<file path="src/rtl/fetch_unit.sv">
// Instruction fetch stage: PC generation, single-outstanding imem reads,
// small prefetch queue and registered one-instruction-per-cycle output to decode.
module fetch_unit #(
   parameter logic [31:0] RESET_PC = 32'h0000_0000,
   parameter int unsigned DEPTH    = 2
) (
   input  logic        clk,
   input  logic        rst_n,
   output logic        imem_req,
   output logic [31:0] imem_addr,
   input  logic        imem_ack,
   input  logic        imem_rvalid,
   input  logic [31:0] imem_rdata,
   input  logic        stall,
   input  logic        branch_taken,
   input  logic [31:0] branch_pc,
   input  logic [31:0] branch_offset,
   output logic        instr_valid,
   output logic [31:0] instruction,
   output logic [31:0] instr_pc
);

   localparam int unsigned PTR_W = (DEPTH > 1) ? $clog2(DEPTH) : 1;
   localparam int unsigned CNT_W = $clog2(DEPTH + 1);
   localparam logic [31:0] NOP   = 32'h0000_0013;

   typedef enum logic [1:0] {
      ISSUE     = 2'd0,
      WAIT_RESP = 2'd1,
      WAIT_DROP = 2'd2
   } state_t;

   state_t           state, state_d;
   logic [31:0]      q_instr [DEPTH];
   logic [31:0]      q_pc    [DEPTH];
   logic [PTR_W-1:0] rd_ptr, rd_ptr_d, wr_ptr, wr_ptr_d;
   logic [CNT_W-1:0] count, count_d;
   logic [31:0]      fetch_pc_d, instruction_d, instr_pc_d;
   logic [31:0]      target_sum, target, push_pc;
   logic             imem_req_d, instr_valid_d;
   logic             accepted, push, pop;

   // imem_addr doubles as the fetch PC; it only advances on acceptance,
   // so while waiting for a response the outstanding PC is imem_addr - 4.
   always_comb begin
      state_d       = state;
      fetch_pc_d    = imem_addr;
      rd_ptr_d      = rd_ptr;
      wr_ptr_d      = wr_ptr;
      count_d       = count;
      push          = 1'b0;
      pop           = 1'b0;
      imem_req_d    = 1'b0;
      instr_valid_d = 1'b0;
      instruction_d = NOP;
      instr_pc_d    = instr_pc;
      accepted      = imem_req && imem_ack;
      target_sum    = branch_pc + branch_offset;
      target        = {target_sum[31:2], 2'b00};
      push_pc       = imem_addr - 32'd4;

      case (state)
         ISSUE: begin
            if (accepted) begin
               state_d    = branch_taken ? WAIT_DROP : WAIT_RESP;
               fetch_pc_d = imem_addr + 32'd4;
            end
         end
         WAIT_RESP: begin
            if (imem_rvalid) begin
               state_d = ISSUE;
               push    = !branch_taken;
            end else if (branch_taken) begin
               state_d = WAIT_DROP;
            end
         end
         WAIT_DROP: begin
            if (imem_rvalid) state_d = ISSUE;
         end
         default: state_d = ISSUE;
      endcase

      pop = instr_valid && !stall && !branch_taken;

      // Redirect empties the queue and retargets fetch, overriding push/pop
      if (branch_taken) begin
         fetch_pc_d = target;
         rd_ptr_d   = '0;
         wr_ptr_d   = '0;
         count_d    = '0;
      end else begin
         if (push) wr_ptr_d = wr_ptr + PTR_W'(1);
         if (pop)  rd_ptr_d = rd_ptr + PTR_W'(1);
         case ({push, pop})
            2'b10:   count_d = count + CNT_W'(1);
            2'b01:   count_d = count - CNT_W'(1);
            default: count_d = count;
         endcase
      end

      imem_req_d    = (state_d == ISSUE) && (count_d < CNT_W'(DEPTH));
      instr_valid_d = (count_d != '0);

      // Next head is the word being pushed when it lands in the head slot
      if (count_d != '0) begin
         if (push && (wr_ptr == rd_ptr_d)) begin
            instruction_d = imem_rdata;
            instr_pc_d    = push_pc;
         end else begin
            instruction_d = q_instr[rd_ptr_d];
            instr_pc_d    = q_pc[rd_ptr_d];
         end
      end
   end

   always_ff @(posedge clk or negedge rst_n) begin
      if (!rst_n) begin
         state       <= ISSUE;
         imem_req    <= 1'b0;
         imem_addr   <= RESET_PC;
         rd_ptr      <= '0;
         wr_ptr      <= '0;
         count       <= '0;
         instr_valid <= 1'b0;
         instruction <= NOP;
         instr_pc    <= 32'h0000_0000;
         for (int unsigned i = 0; i < DEPTH; i++) begin
            q_instr[i] <= 32'h0000_0000;
            q_pc[i]    <= 32'h0000_0000;
         end
      end else begin
         state       <= state_d;
         imem_req    <= imem_req_d;
         imem_addr   <= fetch_pc_d;
         rd_ptr      <= rd_ptr_d;
         wr_ptr      <= wr_ptr_d;
         count       <= count_d;
         instr_valid <= instr_valid_d;
         instruction <= instruction_d;
         instr_pc    <= instr_pc_d;
         if (push) begin
            q_instr[wr_ptr] <= imem_rdata;
            q_pc[wr_ptr]    <= push_pc;
         end
      end
   end

endmodule

</file>
<file path="config.mk">
export PLATFORM = sky130hd
export DESIGN_NAME = fetch_unit
export DESIGN_NICKNAME = d
export VERILOG_FILES = /design/src/rtl/fetch_unit.sv
export SDC_FILE = /design/constraint.sdc
export NUM_CORES = 1
export LEC_CHECK = 0
export ABC_AREA = 1
export BUFFER_PORTS_ARGS = -buffer_cell sky130_fd_sc_hd__clkbuf_2
export CAP_MARGIN = 20
export CORE_MARGIN = 2
export CORE_UTILIZATION = 40
export DETAILED_ROUTE_END_ITERATION = 10
export GPL_ROUTABILITY_DRIVEN = 1
export SETUP_SLACK_MARGIN = 0.4
export SLEW_MARGIN = 40
export SYNTH_ARGS = -nofsm -noshare
export SYNTH_HDL_FRONTEND = slang
export SYNTH_SLANG_ARGS = --single-unit
</file>
<file path="constraint.sdc">
create_clock -name clk -period 5.2 [get_ports clk]
set_input_delay 1.04 -clock clk [delete_from_list [all_inputs] [get_ports clk]]
set_output_delay 1.04 -clock clk [all_outputs]
set_load 0.01 [all_outputs]
</file>
==> impl_metrics.env <==
export IMPL_cp_start_kind="input pin"
export IMPL_setup_viol=0
export IMPL_rsz0062_at_grt="false"
export IMPL_ys_flop_type="dfrtp_1"
export IMPL_synth_seq_cells=224
export IMPL_clock_fmax_mhz=319
export IMPL_die_w_um=187
export IMPL_drtIter0Drc=848
export IMPL_cts_setup_buffers=0
export IMPL_rrSetupSlack_ns=2.48
export IMPL_finalSetupTns_ns=0
export IMPL_clock_latency_ns=0.53
export IMPL_antenna_found_initial=1
export IMPL_multiInputGateArea_mm2=0.00644
export IMPL_slowest_delay_ns=0.56
export IMPL_timing_hold_ws_ns=0.402
export IMPL_endpoint_kind="register"
export IMPL_dpl_cell_area_mm2=0.0147
export IMPL_clock_path_buffers=3
export IMPL_critical_path_top_delay_family="buffers and inverters"
export IMPL_drc=0
export IMPL_ant_nets=0
export IMPL_overflow=0
export IMPL_synth_area_leaders="dfrtp_1, nand2_1, o21ai_0"
export IMPL_finalHoldViolations=0
export IMPL_power_uw=6330
export IMPL_grt_most_used_layer="met2"
export IMPL_fin_crit_ns=3.14
export IMPL_crit_type="input pin to register"
export IMPL_tightest_slew_ns=0.762
export IMPL_synthDistinctLibCells=46
export IMPL_cts_tree="yes"
export IMPL_fin_crit_sh=0.603
export IMPL_yosysWarnings=0
export IMPL_cts_inserted_buffers=24
export IMPL_ios=200
export IMPL_via_per_inst=4.95
export IMPL_worstPathArrival_ns=3.57
export IMPL_syn_area_mm2=0.0134
export IMPL_syn_area_per_cell_um2=7.03
export IMPL_synth_top_area_frac=0.413
export IMPL_yosysMostFrequentCell="nand2_1"
export IMPL_grtUsageMet3=0.0321
export IMPL_grt_pass1_vias=11702
export IMPL_synth_edf_count=0
export IMPL_final_max_slew_viol_count=0
export IMPL_yosysTopAreaCell="dfrtp_1"
export IMPL_num_vias=12478
export IMPL_cts_root_buf="clkbuf_16"
export IMPL_path_buf_inv=3
export IMPL_syn_to_final_growth_pct=16.0
export IMPL_nNetsFinal=2193
export IMPL_async_flop_share=1.00
export IMPL_status="completed"
export IMPL_cts_resized=0
export IMPL_wirelength_um=38200
export IMPL_crit_chain="clkbuf_2, inv_4, nand3_2, xor2_1, nand2_2, buf_4, o21ai_0, a31oi_1"
export IMPL_synthCells=1903
export IMPL_yosysSeqAreaShare=0.419
export IMPL_die_area_mm2=0.0349
export IMPL_numPortBuffers=195
export IMPL_powerDensity_mw_per_mm2=408
export IMPL_dieHeight_um=187
export IMPL_met1_usage=0.302
export IMPL_clock_sinks=224
export IMPL_r2r_cells=8
export IMPL_filler_cell_count=3345
export IMPL_place_hpwl_um=27700
export IMPL_maxCapViolations=0
export IMPL_r2r_end="instruction[24]"
export IMPL_grt_pass1_wl_um=62100
export IMPL_grt_max_degree=77
export IMPL_grt_usage=0.216
export IMPL_start_util=0.409
export IMPL_core_area_mm2=0.0327
export IMPL_drive_gt1_frac=0.138
export IMPL_num_rows=66
export IMPL_design_area_mm2=0.0155
export IMPL_crit_path_end="instruction[24]"
export IMPL_synth_common_cells="nand2_1, inv_1, dfrtp_1"
export IMPL_seq_area_mm2=0.00561
export IMPL_timing_rr_start="instr_valid"
export IMPL_slew_headroom=0.489
export IMPL_cp_required_ns=5.63
export IMPL_hold_buffers=0
export IMPL_critPathMaxFanout=59
export IMPL_gp_congestion=0.885
export IMPL_fin_skew_ns=0.0125
export IMPL_wl_per_cell_um=15.2
export IMPL_h_tree_depth=1
export IMPL_max_vdd_ir_drop_mv=0.251
export IMPL_startpoint="branch_taken"
export IMPL_critPathSlowestCell="buf_4"
export IMPL_min_path_type="input pin to asynchronous set/reset pin"
export IMPL_path_depth=8
export IMPL_clk_pin_slew_ns=0.06
export IMPL_grt_util_met2=0.350
export IMPL_drt_pass1_iterations=5
export IMPL_leakage_uw=0.00830
## per-layer routing
| layer | share of wire | vias to the layer above |
|---|---|---|
| li1 | - | 6296 |
| met3 | 0.050 | 47 |
| met4 | 0.023 | 0 |
| met5 | 0 | - |
| met2 | 0.46 | 319 |
| met1 | 0.47 | 5816 |
## how the worst min path moves through the flow
stage / slack [ns] / cells past startpoint / startpoint / endpoint
after floorplan: 0.44 / 2 / q_pc[38] / q_pc[38]
after global placement: 0.46 / 2 / q_pc[19] / q_pc[19]
after detailed placement: 0.46 / 2 / q_pc[26] / q_pc[26]
after CTS: 0.40 / 1 / rst_n / q_instr[55]
after global routing: 0.41 / 1 / rst_n / instruction[26]
final: 0.40 / 1 / rst_n / instruction[23]
## layout by cell type, fill, tap and decap left out, types with 13 or more instances in the layout
| master | instances |
|---|---|
| xor2_1 | 42 |
| o21ai_0 | 184 |
| nand3_1 | 98 |
| ha_1 | 33 |
| nor3_1 | 18 |
| inv_1 | 238 |
| nand4_1 | 15 |
| clkbuf_2 | 194 |
| dfrtp_1 | 221 |
| o21ai_1 | 14 |
| a31oi_1 | 40 |
| buf_4 | 13 |
| clkbuf_16 | 24 |
| nand2_1 | 648 |
| a21oi_1 | 33 |
| nor2_1 | 156 |
## registers in the layout, indices dropped and copies added (netlist names)
register	count
instr_pc	30
rd_ptr	1
imem_addr	30
imem_req	1
wr_ptr	1
instr_valid	1
q_pc	60
state	2
instruction	32
q_instr	64
count	2
## layout make-up
cell class | count | share of cell area
Clock inverter | 6 | 0.00774
Timing Repair Buffer | 211 | 0.0747
Multi-Input combinational cell | 1351 | 0.415
Clock buffer | 38 | 0.0453
Tap cell | 442 | 0.0356
Sequential cell | 224 | 0.362
Antenna cell | 1 | 0.000161
Inverter | 246 | 0.0598
## where the power goes
group	total, µW	switching, µW	internal (µW)
registers	2650	421	2230
clock network	1790	713	1080
logic	1890	1190	701
## worst register-to-register path: stages (launching register included)
cell     delay [ns]
dfrtp_1        0.44
nand2_1        0.11
nand2_1        0.08
nand3_2        0.34
xor2_1         0.28
nand2_2        0.44
buf_4          0.56
o21ai_0        0.18
a31oi_1        0.20
## cells by family after synthesis
| kind of cell | share of synthesized area |
|---|---|
| fa+ha+maj | 0.0309 |
| buf+inv | 0.101 |
| simple gates | 0.301 |
| compound gates | 0.119 |
| flops | 0.419 |
| other cells | 0.000280 |
| xor+xnor | 0.0295 |
## through the flow
step | utilization | cells | setup WS [ns]
2_1_floorplan | - | 1906 | 2.31
3_3_place_gp | 0.447 | 2472 | 1.60
3_5_place_dp | 0.449 | 2474 | 1.51
4_1_cts | 0.474 | 2518 | 2.07
5_1_grt | 0.474 | 2519 | 1.86
6_report | 0.474 | 2519 | 2.06
Note: power is estimated with default switching activity, not from simulation.
